[config.mk]
export PLATFORM = sky130hd
export DESIGN_NAME = frequency_analyzer_sequencer
export DESIGN_NICKNAME = d
export VERILOG_FILES = /design/src/rtl/frequency_analyzer_sequencer.sv
export SDC_FILE = /design/constraint.sdc
export NUM_CORES = 1
export LEC_CHECK = 0
export CAP_MARGIN = 20
export CORE_ASPECT_RATIO = 0.7
export CORE_MARGIN = 4
export CORE_UTILIZATION = 34
export DETAILED_ROUTE_END_ITERATION = 6
export HOLD_SLACK_MARGIN = 0.15
export PLACE_DENSITY_LB_ADDON = 0.25
export SETUP_SLACK_MARGIN = 0.2
export SLEW_MARGIN = 20
export SYNTH_ARGS = -nofsm -noshare
export SYNTH_HDL_FRONTEND = slang
export SYNTH_SLANG_ARGS = --single-unit
export TNS_END_PERCENT = 50
[constraint.sdc]
create_clock -name clock -period 6.5 [get_ports clock]
set_input_delay 0.975 -clock clock [delete_from_list [all_inputs] [get_ports clock]]
set_output_delay 0.975 -clock clock [all_outputs]
set_load 0.01 [all_outputs]
[src/rtl/frequency_analyzer_sequencer.sv]
// Run controller for the pixel frequency analyzers: clear, timed enable window, snapshot, register drain, irq.
// Optional FREQ_SEQ_STATUS_WORD_EN appends a run-count status word after the result words.
module frequency_analyzer_sequencer #(
    parameter int unsigned CHANNELS      = 3,
    parameter int unsigned WINDOW_CYCLES = 100000000,
    parameter int unsigned REGISTER_BASE = 1
) (
    input  logic                    clock,
    input  logic                    reset,
    input  logic                    arm,
    input  logic                    abort,
    input  logic [CHANNELS*64-1:0]  results,
    input  logic                    register_ack,
    output logic                    analyzer_enable,
    output logic                    analyzer_clear_n,
    output logic [1:0]              register_operation,
    output logic [7:0]              register_number,
    output logic [31:0]             register_write,
    output logic                    busy,
    output logic                    done_irq
);

    localparam int unsigned RESULT_WORDS = 2 * CHANNELS;
`ifdef FREQ_SEQ_STATUS_WORD_EN
    localparam int unsigned WORDS = RESULT_WORDS + 1;
`else
    localparam int unsigned WORDS = RESULT_WORDS;
`endif
    localparam int unsigned K_W   = $clog2(WORDS + 1);
    localparam int unsigned BUF_W = 64 * CHANNELS;

    localparam logic [1:0]     OP_NONE  = 2'd0;
    localparam logic [1:0]     OP_WRITE = 2'd2;
    localparam logic [7:0]     BASE     = 8'(REGISTER_BASE);
    localparam logic [K_W-1:0] LAST     = K_W'(WORDS - 1);
    localparam logic [31:0]    WIN_LOAD = 32'(WINDOW_CYCLES - 1);

    typedef enum logic [2:0] {
        IDLE, CLEAR, MEASURE, SETTLE, WRITE, DONE
    } state_t;

    state_t            state;
    logic [31:0]       counter;
    logic [K_W-1:0]    k;
    logic [BUF_W-1:0]  buffer;
`ifdef FREQ_SEQ_STATUS_WORD_EN
    logic [15:0]       run_count;
`endif

    logic [K_W-1:0]    k_next_c;
    logic [31:0]       next_word_c;

    assign k_next_c = k + 1'b1;

    // Data for the word following the one currently presented.
    always_comb begin
        next_word_c = 32'(buffer >> {k_next_c, 5'b0});
`ifdef FREQ_SEQ_STATUS_WORD_EN
        if (k_next_c == K_W'(RESULT_WORDS)) begin
            next_word_c = {8'h00, 8'(CHANNELS), run_count + 16'd1};
        end
`endif
    end

    always_ff @(posedge clock) begin
        if (reset) begin
            state              <= IDLE;
            counter            <= '0;
            k                  <= '0;
            buffer             <= '0;
            analyzer_enable    <= 1'b0;
            analyzer_clear_n   <= 1'b1;
            register_operation <= OP_NONE;
            register_number    <= '0;
            register_write     <= '0;
            busy               <= 1'b0;
            done_irq           <= 1'b0;
`ifdef FREQ_SEQ_STATUS_WORD_EN
            run_count          <= '0;
`endif
        end else if (abort && state != IDLE) begin
            // Abort wins over arm and ack; snapshot is discarded.
            state              <= IDLE;
            counter            <= '0;
            k                  <= '0;
            analyzer_enable    <= 1'b0;
            analyzer_clear_n   <= 1'b1;
            register_operation <= OP_NONE;
            register_number    <= '0;
            register_write     <= '0;
            busy               <= 1'b0;
            done_irq           <= 1'b0;
        end else begin
            case (state)
                IDLE: begin
                    if (arm && !abort) begin
                        state            <= CLEAR;
                        busy             <= 1'b1;
                        analyzer_clear_n <= 1'b0;
                    end
                end
                CLEAR: begin
                    state            <= MEASURE;
                    analyzer_clear_n <= 1'b1;
                    analyzer_enable  <= 1'b1;
                    counter          <= WIN_LOAD;
                end
                MEASURE: begin
                    if (counter == 32'd0) begin
                        state           <= SETTLE;
                        analyzer_enable <= 1'b0;
                    end else begin
                        counter <= counter - 32'd1;
                    end
                end
                SETTLE: begin
                    state              <= WRITE;
                    buffer             <= results;
                    k                  <= '0;
                    register_operation <= OP_WRITE;
                    register_number    <= BASE;
                    register_write     <= results[31:0];
                end
                WRITE: begin
                    if (register_ack) begin
                        if (k == LAST) begin
                            state              <= DONE;
                            register_operation <= OP_NONE;
                            register_number    <= '0;
                            register_write     <= '0;
                            done_irq           <= 1'b1;
`ifdef FREQ_SEQ_STATUS_WORD_EN
                            run_count          <= run_count + 16'd1;
`endif
                        end else begin
                            k               <= k_next_c;
                            register_number <= BASE + 8'(k_next_c);
                            register_write  <= next_word_c;
                        end
                    end
                end
                DONE: begin
                    state    <= IDLE;
                    done_irq <= 1'b0;
                    busy     <= 1'b0;
                    k        <= '0;
                end
                default: begin
                    state <= IDLE;
                end
            endcase
        end
    end

endmodule

# Yosys cells after proc, flatten, opt, wreduce, memory -nomap -nowiden
# Index checks and enable logic that the tools add are counted.
# totals
regBits	276
in_bits	197
output_inout_bits	46
word_cells	80
# classes
add_sub_neg	3
eq_ne	12
shifts	1
n_mux	28
n_bitwise	1
n_reduce_logical	24
# op_table
cell	count
>> shifter 192 x 8 -> 32 bit	1
case mux 32 bit (2 select lines)	2
two-way mux 32 bit	3
zero test 32 bit	1
subtractor 32 x 1 -> 32 bit (second input constant)	1
two-way mux 3 bit	6
case mux 8 bit (2 select lines)	1
case mux 3 bit (5 select lines)	1
inequality test 2 bit (second input constant)	6
AND reduction 2 bit	6
nonzero test 2 bit	6
== test 3 bit (second input constant)	3
AND reduction 3 bit	3
two-way mux 8 bit	1
case mux 1 bit (2 select lines)	4
== test 3 x 2 -> 1 bit (second input constant)	2
case mux 3 bit (2 select lines)	1
two-way mux 1 bit	5
adder 1 x 3 -> 4 bit (first input constant)	1
two-way mux 2 bit	2
two-way mux 4 bit	1
case mux 2 bit (2 select lines)	1
AND reduction 4 bit	1
OR reduction 2 bit	2
7 further kinds	8

# Logic depth before layout (Yosys ltp)
# Gate-level depths: netlist (run 1).
# depth
ltp_word	5
depth_mapped	11
depth_no_buf	7

# Least setup slack after synthesis (run 1)
# Ideal clock, no wire load.
# synth_path
kind	register -> register
from	register k[0]
to	register register_write[18]
setup_time_ns	0.130
arrival_ns	2.641
required_ns	6.370
slack_ns	3.729
path_stages_with_launch	12
path_buffers	4
synth_period_minus_slack_ns	2.771
cell_sequence	dfxtp_1 clkbuf_1 buf_2 clkbuf_1 inv_1 ha_1 buf_1 mux4_2 nand2_1 a21oi_1 a211oi_1 nor3_1
# synth_via
elab_chain_cells	5
word_cells_on_any_way	6
classes_between	add/sub (1); eq/ne (1); shift (1); mux (3)
# synth_lines
element	line_no	rtl
start: declaration	44	logic [K_W-1:0] k;
start signal: assignment	136	k <= k_next_c;
adder 3 x 1 -> 3 bit	53	assign k_next_c = k + 1'b1;
>> shifter 192 x 8 -> 32 bit	57	next_word_c = 32'(buffer >> {k_next_c, 5'b0});
two-way mux 32 bit *	126	if (k == LAST) begin
two-way mux 32 bit *	125	if (register_ack) begin
case mux 32 bit (2 select lines) *	94	case (state)
end signal: assignment	122	register_write <= results[31:0];
end signal: assignment	138	register_write <= next_word_c;
end: declaration	18	output logic [31:0] register_write,
# Every way passes the cells marked *; elsewhere a longest branch is shown, timed or not. The select of a mux whose other input is x is not followed.
# A chain may end at the register's enable or synchronous reset.

# Worst setup path in the final report (run 1)
# layout_path
from	input abort
to	register buffer[17]
# layout_via
elab_chain_cells	3
# layout_lines
element	line_no	rtl
start: declaration	11	input logic abort,
logical AND 1 bit	81	end else if (abort && state != IDLE) begin
inverter 1 bit (no source line)	--	
AND reduction 2 bit (no source line)	--	
end signal: assignment	118	buffer <= results;
end: declaration	45	logic [BUF_W-1:0] buffer;
# Every way passes these cells.

==> results of run 1 <==
## state kept, by name (all words and copies together) (netlist names), 3 cells and up
name             flops
counter             32
register_number      4
register_write      32
k                    3
buffer             192
state                3
## cells in the final DEF (no fill, tap or decap), types with 3 or more instances in the layout
cell type / count
a211oi_1: 41
a21oi_1: 249
a311oi_1: 3
a31oi_1: 12
buf_4: 8
bufinv_16: 3
clkbuf_1: 7
clkbuf_16: 29
clkdlybuf4s50_1: 236
clkinv_2: 6
conb_1: 5
dfxtp_1: 270
ha_1: 3
inv_1: 9
mux2_2: 32
mux4_2: 32
nand2_1: 436
nand3_1: 39
nand4_1: 3
nand4bb_1: 3
nor2_1: 51
nor2b_1: 4
nor3_1: 49
nor4_1: 11
o21ai_0: 13
o31ai_1: 10
o41ai_1: 7
or2_2: 4
or3_1: 16
or4_1: 11
or4_4: 3
## cell families (layout without fill, tap and decap cells)
| family | Yosys count | after routing | share of synthesized area (%) |
|---|---|---|---|
| xor gates and xnor gates | 4 | 4 | 0.293 |
| adders and majority gates | 4 | 4 | 0.418 |
| DFF | 271 | 271 | 45.3 |
| other | 1 | 7 | 0.0313 |
| and+or+nand+nor | 652 | 652 | 23.7 |
| muxes | 66 | 66 | 9.20 |
| AOI/OAI and AO/OA | 347 | 347 | 16.4 |
| buffers and inverters | 140 | 307 | 4.65 |
## final cells by class
type                            count  area (sq um)  share of cell area (%)
Tap cell                          472           591                    3.80
Clock inverter                     13           155                   0.997
Clock buffer                       38           779                    5.01
Antenna cell                        2          5.00                  0.0322
Timing Repair Buffer              247          2480                    16.0
Multi-Input combinational cell   1078          6080                    39.1
Inverter                            9          33.8                   0.217
Sequential cell                   271          5430                    34.9
## routing by layer
| metal | GRT usage (%) | wire length, microns | vias to the layer above |
|---|---|---|---|
| li1 | - | - | 5441 |
| met1 | 30.2 | 19700 | 5273 |
| met2 | 28.7 | 16300 | 348 |
| met3 | 5.95 | 3450 | 62 |
| met4 | 5.70 | 1110 | 2 |
| met5 | 0 | 18 | - |
## per-stage QoR
| stage | power (mW) | hold slack (ns) | instances | worst slack [ns] |
|---|---|---|---|---|
| floorplan | 1.96 | 0.433 | 1489 | 3.73 |
| global placement | 2.16 | 0.439 | 2076 | 3.00 |
| detailed placement | 2.16 | 0.445 | 2076 | 2.94 |
| CTS | 3.81 | 0.453 | 2127 | 3.46 |
| global route | 3.92 | 0.464 | 2130 | 3.28 |
| finish | 3.78 | 0.451 | 2130 | 3.47 |
## critical path, cell delays in order
cell             delay [ns]
clkdlybuf4s50_1        0.66
or3_4                  0.83
buf_4                  0.63
nand2_1                0.11
a21oi_1                0.17
## path summary, 6_finish.rpt
kind | startpoint | to | slack, ns | cells past startpoint
worst min-delay path | buffer[18] | buffer[18] | 0.45 | 2
worst max register to register | state[2] | register_write[18] | 3.50 | 6
worst min register to register | buffer[18] | buffer[18] | 0.45 | 2
worst max-delay path | abort | buffer[17] | 3.47 | 5
## power by group through the flow
stage	Sequential, mW	Combinational, mW	Clock [mW]
finish	1.71	0.418	1.65
global route	1.72	0.453	1.75
CTS	1.71	0.415	1.68
detailed placement	1.75	0.412	0
global placement	1.75	0.411	0
floorplan	1.74	0.214	0
==> impl_metrics.ini, run 1 <==
[timing]
rsz0062_at_grt = no
final-hold-violation-count = 0
tns_ns = 0
maxSlewHeadroom_pct = 23.5
fin_crit_sh_pct = 46.6
finalMaxSlewViolations = 0
skew_ns = 0.0189
setup_viol = 0
tightest_slew_ns = 1.15
period_needed_ns = 3.03
clock.fmax_mhz = 330

[clock_network]
clock_latency_ns = 0.55
cts_buffers = 29
hold_buffers = 0
path_clk_slew_ns = 0.06
clock_path_buffers = 3
cts_setup_buffers = 0
cts-resized-gates = 0
htreeDepth = 1
cts_tree = built
cts_root_buf = clkbuf_16
clock_sinks = 271

[route]
detail_route.wirelength_microns = 40500
vias = 11100
firstDrtPassIters = 7
routedWlPerCell_microns = 19.0
ant_nets = 0
viasPerCell = 5.22
drc = 0
first_iter_violations = 980

[flow_run]
cap_viol_max_count = 0

[power]
power.share.clock_pct = 43.6
leakagePower_nw = 4.94
vdd_drop_max_mv = 0.166
p_int_mw = 2.84
power_frac_seq_pct = 45.3
swShare_pct = 24.9
p_per_area_nw_per_um2 = 243
pwr-share-comb_pct = 11.1
p_sw_mw = 0.943

[die]
row_count = 57
die_h_microns = 165
die_x_microns = 232
floorplan.initialDensity_pct = 34.5
core_region_area_sq_um = 34700
io_pins = 243
die_area_sq_um = 38300

[global_route]
grt_pass1_wl_microns = 61800
antenna_found_initial = 3
grt_max_degree = 193
grt-ovfl-total = 0
grtUsageTotal_pct = 20.4
grt_pass1_vias = 10700

[outcome]
outcome = complete, no violations

[yosys]
synth_cell_types = 57
syn_inst = 1485
avgSynthCellArea_sq_um = 8.06
yosys.area.top_type = dfxtp_1
synth_seq_cells = 271
syn_area_sq_um = 12000
yosysTopAreaCellShare_pct = 45.3
ys_seq_area_share_pct = 45.3
ys_async_sr_fraction_pct = 0
yosys-top-cells-count = 437 x nand2_1, 271 x dfxtp_1, 249 x a21oi_1
synth_edf_count = 0
synthMostInstantiatedCell = nand2_1
synth_warnings = 0
synth_area_leaders = dfxtp_1 45%, nand2_1 14%, a21oi_1 10%
synth_ff_type = dfxtp_1

[cells_and_area]
nFillCells = 3469
drive_above_1_share_pct = 8.82
final_nets = 1837
fin_area_sq_um = 15600
area_growth_pct = 30.0
post-route-util_pct = 44.8

[setup_path]
required_ns = 6.97
crit_path_start_kind = input port
cp-end-kind = flip-flop
cp.arrival_ns = 3.50
worstSetupPathType = in2reg
critical_path.max_fanout = 93

[placement]
place.gp.congestion = 0.864
hpwl_microns = 27300
io_buffers = 237
placed_area_sq_um = 14600

[hold_path]
hold_class = reg2reg
(Power assumes the default switching activity.)
==> inputs of run 2 (changes only) <==
- clock period: 6.5 -> 2.9 ns (I/O delays scaled with it)
==> run 2 against run 1 <==
Net effect:
- sequential share of layout area fell by 0.64 points
- core utilization increased by 0.84 points
- total power grew 130%
- highest routed layer unchanged
==> impl_metrics.ini, run 2 (same netlist as run 1, synthesis figures left out) <==
[setup_path]
r2r-end = counter[26]
cp.arrival_ns = 2.97
required_ns = 3.34
r2r_start = counter[0]
cpMaxStageDelayCell = or4b_1
crit_path_start_kind = flip-flop
cpPeakStageDelay_ns = 0.61
cp_cell_sequence = inv_1, ha_1, nor4b_4, nand4_1, or4b_1, o21a_1, o311a_1
cp-end-kind = flip-flop
critical_path.max_fanout = 8
rrSetupSlack_ns = 0.37
worstSetupPathType = reg2reg
rr_worst_depth = 7

[timing]
skew_ns = 0.0101
period_needed_ns = 2.53
tns_ns = 0
rsz0062_at_grt = no
tightest_slew_ns = 1.07
fin_crit_sh_pct = 87.3
finalMaxSlewViolations = 0
setup_slack_ns = 0.369
setup_viol = 0
maxSlewHeadroom_pct = 28.7
final-hold-violation-count = 0
clock.fmax_mhz = 395

[global_route]
grt_pass1_vias = 10500
grt_max_degree = 195
grt-ovfl-total = 0
grtUsageTotal_pct = 20.2
antenna_found_initial = 4
grt_pass1_wl_microns = 61500

[placement]
placed_area_sq_um = 14800
place.gp.congestion = 0.856
dpl_worst_slack_ns = 0.432
dp.cells = 2094
io_buffers = 237
hpwl_microns = 28000

[clock_network]
cts_buffers = 29
cts_tree = built
cts-resized-gates = 0
cts_setup_buffers = 0
cts_root_buf = clkbuf_16
hold_buffers = 0
clock_path_buffers = 3
clock_latency_ns = 0.55
clock_sinks = 271
htreeDepth = 1
path_clk_slew_ns = 0.06

[cells_and_area]
multi_input_area_sq_um = 6070
seq_area_sq_um = 5430
largest_reg_flops = 192
final_nets = 1854
drive_above_1_share_pct = 9.85
area_growth_pct = 32.4
final_common_cell = nand2_1
fin_area_sq_um = 15800
antenna_cells = 0
nFillCells = 3422
regMostFlops = buffer
reg.largest.list = buffer: 192 flops, counter: 32 flops, register_write: 32 flops
fin_cells = 2147
final_cell_mix = 436 x nand2_1, 270 x dfxtp_1, 249 x a21oi_1, 236 x clkdlybuf4s50_1, 51 x nor2_1

[route]
firstDrtPassIters = 5
first_iter_violations = 998
routedWlPerCell_microns = 18.7
viasPerCell = 5.22
drc = 0
vias = 11200
ant_nets = 0
detail_route.wirelength_microns = 40200

[power]
vdd_drop_max_mv = 0.377
total_power_mw = 8.76
p_per_area_nw_per_um2 = 553
leakagePower_nw = 5.09

[hold_path]
hold_depth = 3
hold_path_end = counter[26]
hold_class = in2reg
hold_start = reset

[die]
die_h_microns = 165
floorplan.initialDensity_pct = 34.5
die_x_microns = 232
core_region_area_sq_um = 34700
io_pins = 243
row_count = 57
die_area_sq_um = 38300

[flow_run]
cap_viol_max_count = 0

[outcome]
outcome = complete, no violations
## run 2: cell count changes in the layout (fill, tap and decap cells not counted), moves of 2 or more
cell      previous run  this run
nor3b_1              0         2
buf_12               1        11
buf_4                8        16
clkbuf_8             2         7
nor3b_2              2         0
diode_2              2         0
clkbuf_1             7         5
## run 2: metal layers
| metal | global-route usage, % | share of wire [%] | up-vias |
|---|---|---|---|
| met2 | 28.5 | 41 | 371 |
| met5 | 0 | 0.12 | - |
| met3 | 4.72 | 7.8 | 46 |
| met1 | 31.7 | 50 | 5301 |
| met4 | 3.15 | 1.4 | 8 |
| li1 | - | - | 5476 |
## run 2: worst max-delay path: cells and delay by family, from the launching register on
kind / cells / cell delay (ns)
buf+inv: 1 / 0.07
compound gates: 2 / 0.48
simple gates: 3 / 1.36
flops: 1 / 0.34
fa+ha+maj: 1 / 0.18
## run 2: how the worst max path moves through the flow
stage,from,to,slack [ns],cells after the start
after floorplan,k[0],register_write[18],0.25,11
after global placement,counter[0],counter[26],0.49,7
after detailed placement,counter[0],counter[26],0.43,7
after CTS,counter[0],counter[26],0.41,7
after global routing,state[2],register_number[3],0.21,5
final,counter[0],counter[26],0.37,7
## run 2: final cells by class
cell class | instances | share of cell area [%]
multi-input combinational | 1078 | 38.3
sequential | 271 | 34.3
timing repair buffer | 264 | 17.1
clock buffer | 41 | 5.31
tap | 472 | 3.73
clock inverter | 12 | 1.06
inverter | 9 | 0.213
## run 2: through the flow
step	util (%)	hold WS (ns)
after CTS	45.6	0.170
after floorplan	-	0.433
after detailed placement	42.7	0.445
after global routing	45.6	0.197
after global placement	42.7	0.439
final	45.6	0.202
## run 2: report_power, final
part	total [mW]	internal, mW	switching, mW
sequential	3.84	3.78	0.0646
clock	3.92	2.37	1.55
combinational	0.998	0.476	0.522
total	8.76	6.62	2.13
==> inputs of run 3 (changes only) <==
- CTS_CLUSTER_DIAMETER: unset -> 60
- PLACE_DENSITY_LB_ADDON: 0.25 -> unset
==> run 3 against run 2 <==
Net effect:
- non-clock buffer count grew 9
- sequential share of layout area shrank 0.35 points
- highest routed layer unchanged
- final cell count grew 0.47%
- worst hold slack gained 0.0077 ns
- core utilization grew 0.47 points
- sequential power is essentially flat
- combinational power is essentially flat
- largest power group unchanged
==> impl_metrics.ini, run 3 (same netlist as run 1, synthesis figures left out) <==
[setup_path]
cpPeakStageDelay_ns = 0.84
path_delay_family = XOR/XNOR gates
cp-end-kind = flip-flop
rr_worst_depth = 7
rrSetupSlack_ns = 0.38
cp.arrival_ns = 2.99
crit_path_start_kind = flip-flop
critical_path.max_fanout = 19
cp_cell_sequence = ha_1, xnor2_2, buf_4, nand2_1, a21oi_1, a211oi_1, nor3_1
cpMaxStageDelayCell = xnor2_2
worstSetupPathType = reg2reg
r2r_start = k[1]
crit_buf_inv = 1
required_ns = 3.37
r2r-end = register_write[13]

[clock_network]
cts_tree = built
cts_buffers = 30
clock_latency_ns = 0.56
clock_sinks = 271
clock_path_buffers = 3
cts-resized-gates = 0
hold_buffers = 0
cts_setup_buffers = 0
htreeDepth = 1
path_clk_slew_ns = 0.06
cts_root_buf = clkbuf_16

[route]
wl_met2_microns = 16700
detail_route.wirelength_microns = 41300
viasPerCell = 5.24
routedWlPerCell_microns = 19.2
firstDrtPassIters = 5
vias = 11300
first_iter_violations = 1025
drc = 0
wl_met3_microns = 2890
drt-met1-wl_microns = 20700
ant_nets = 0
top_layer = met5

[hold_path]
hold_depth = 3
hold_start = reset
hold_class = in2reg
hold_path_end = counter[26]

[timing]
finalMaxSlewViolations = 0
fin_crit_sh_pct = 86.9
final-hold-violation-count = 0
clock.fmax_mhz = 397
skew_ns = 0.0105
maxSlewHeadroom_pct = 23.2
period_needed_ns = 2.52
tightest_slew_ns = 1.15
setup_viol = 0
rsz0062_at_grt = no
tns_ns = 0

[placement]
hpwl_microns = 29000
place.gp.congestion = 0.910
io_buffers = 237

[global_route]
grt_pass1_wl_microns = 62600
grtUsageTotal_pct = 20.7
antenna_found_initial = 4
grt_max_degree = 195
grt-ovfl-total = 0
grt_pass1_vias = 10700

[power]
power.share.clock_pct = 46.6
leakagePower_nw = 5.17
power_frac_seq_pct = 42.2
p_int_mw = 6.91
vdd_drop_max_mv = 0.398
p_per_area_nw_per_um2 = 569
p_sw_mw = 2.20
pwr-share-comb_pct = 11.2
swShare_pct = 24.1

[cells_and_area]
drive_above_1_share_pct = 10.3
final_nets = 1864
final_common_cell = nand2_1
final_cell_mix = 436 x nand2_1, 270 x dfxtp_1, 249 x a21oi_1, 236 x clkdlybuf4s50_1, 51 x nor2_1
largest_reg_flops = 192
regMostFlops = buffer
area_growth_pct = 33.8
reg.largest.list = buffer: 192 flops, counter: 32 flops, register_write: 32 flops
post-route-util_pct = 46.1

[die]
die_h_microns = 165
floorplan.initialDensity_pct = 34.5
die_area_sq_um = 38300
io_pins = 243
die_x_microns = 232
row_count = 57
core_region_area_sq_um = 34700

[flow_run]
cap_viol_max_count = 0

[outcome]
outcome = complete, no violations
-- run 3: cell types whose count changed in the layout (fill, tap and decap cells not counted), moves of 2 or more --
cell	previous run	this run
buf_4	16	25
clkbuf_16	29	32
clkinv_2	5	2
bufinv_16	4	6
clkbuf_8	7	5
diode_2	0	2
-- run 3: power by group through the flow --
stage	clock (mW)	sequential, mW	combinational, mW
2_1_floorplan	0	3.91	0.479
3_3_place_gp	0	3.92	0.993
3_5_place_dp	0	3.92	0.999
4_1_cts	4.32	3.84	1.00
5_1_grt	4.47	3.85	1.10
6_report	4.24	3.84	1.02
-- run 3: area by class of cell --
cell class / instances / area (sq um)
inverters: 9 / 33.8
well taps: 472 / 591
clock buffers: 41 / 885
flip-flops and latches: 271 / 5430
repair buffers: 273 / 2780
clock inverters: 11 / 214
fillers: 3356 / 18700
multi-input cells: 1078 / 6070
diodes: 2 / 5.00
-- run 3: layer usage --
metal / track usage (%) / vias to the layer above
li1: - / 5508
met4: 5.24 / 4
met3: 4.19 / 61
met1: 32.4 / 5347
met5: 0 / -
met2: 28.8 / 390
-- run 3: stage by stage --
stage	power (mW)	cells	hold slack (ns)	area [sq um]	setup WS, ns
2_1_floorplan	4.39	1489	0.433	12000	0.252
3_3_place_gp	4.91	2103	0.439	14900	0.488
3_5_place_dp	4.92	2103	0.444	14900	0.415
4_1_cts	9.16	2155	0.181	16000	0.406
5_1_grt	9.42	2157	0.207	16000	0.208
6_report	9.11	2157	0.210	16000	0.381
-- run 3: worst reg2reg max path, stage by stage (launching register included) --
cell and delay (ns):
dfxtp_1 0.36, ha_1 0.31, xnor2_2 0.84, buf_4 0.39, nand2_1 0.09, a21oi_1 0.13
a211oi_1 0.07, nor3_1 0.24
-- run 3: worst max-delay path by stage --
stage	startpoint	end	slack [ns]	depth (start not counted)
final	k[1]	register_write[13]	0.38	7
after floorplan	k[0]	register_write[18]	0.25	11
after global routing	k[1]	register_write[5]	0.21	7
after detailed placement	k[1]	register_write[13]	0.41	7
after global placement	k[0]	register_write[12]	0.49	7
after CTS	k[1]	register_write[13]	0.41	7
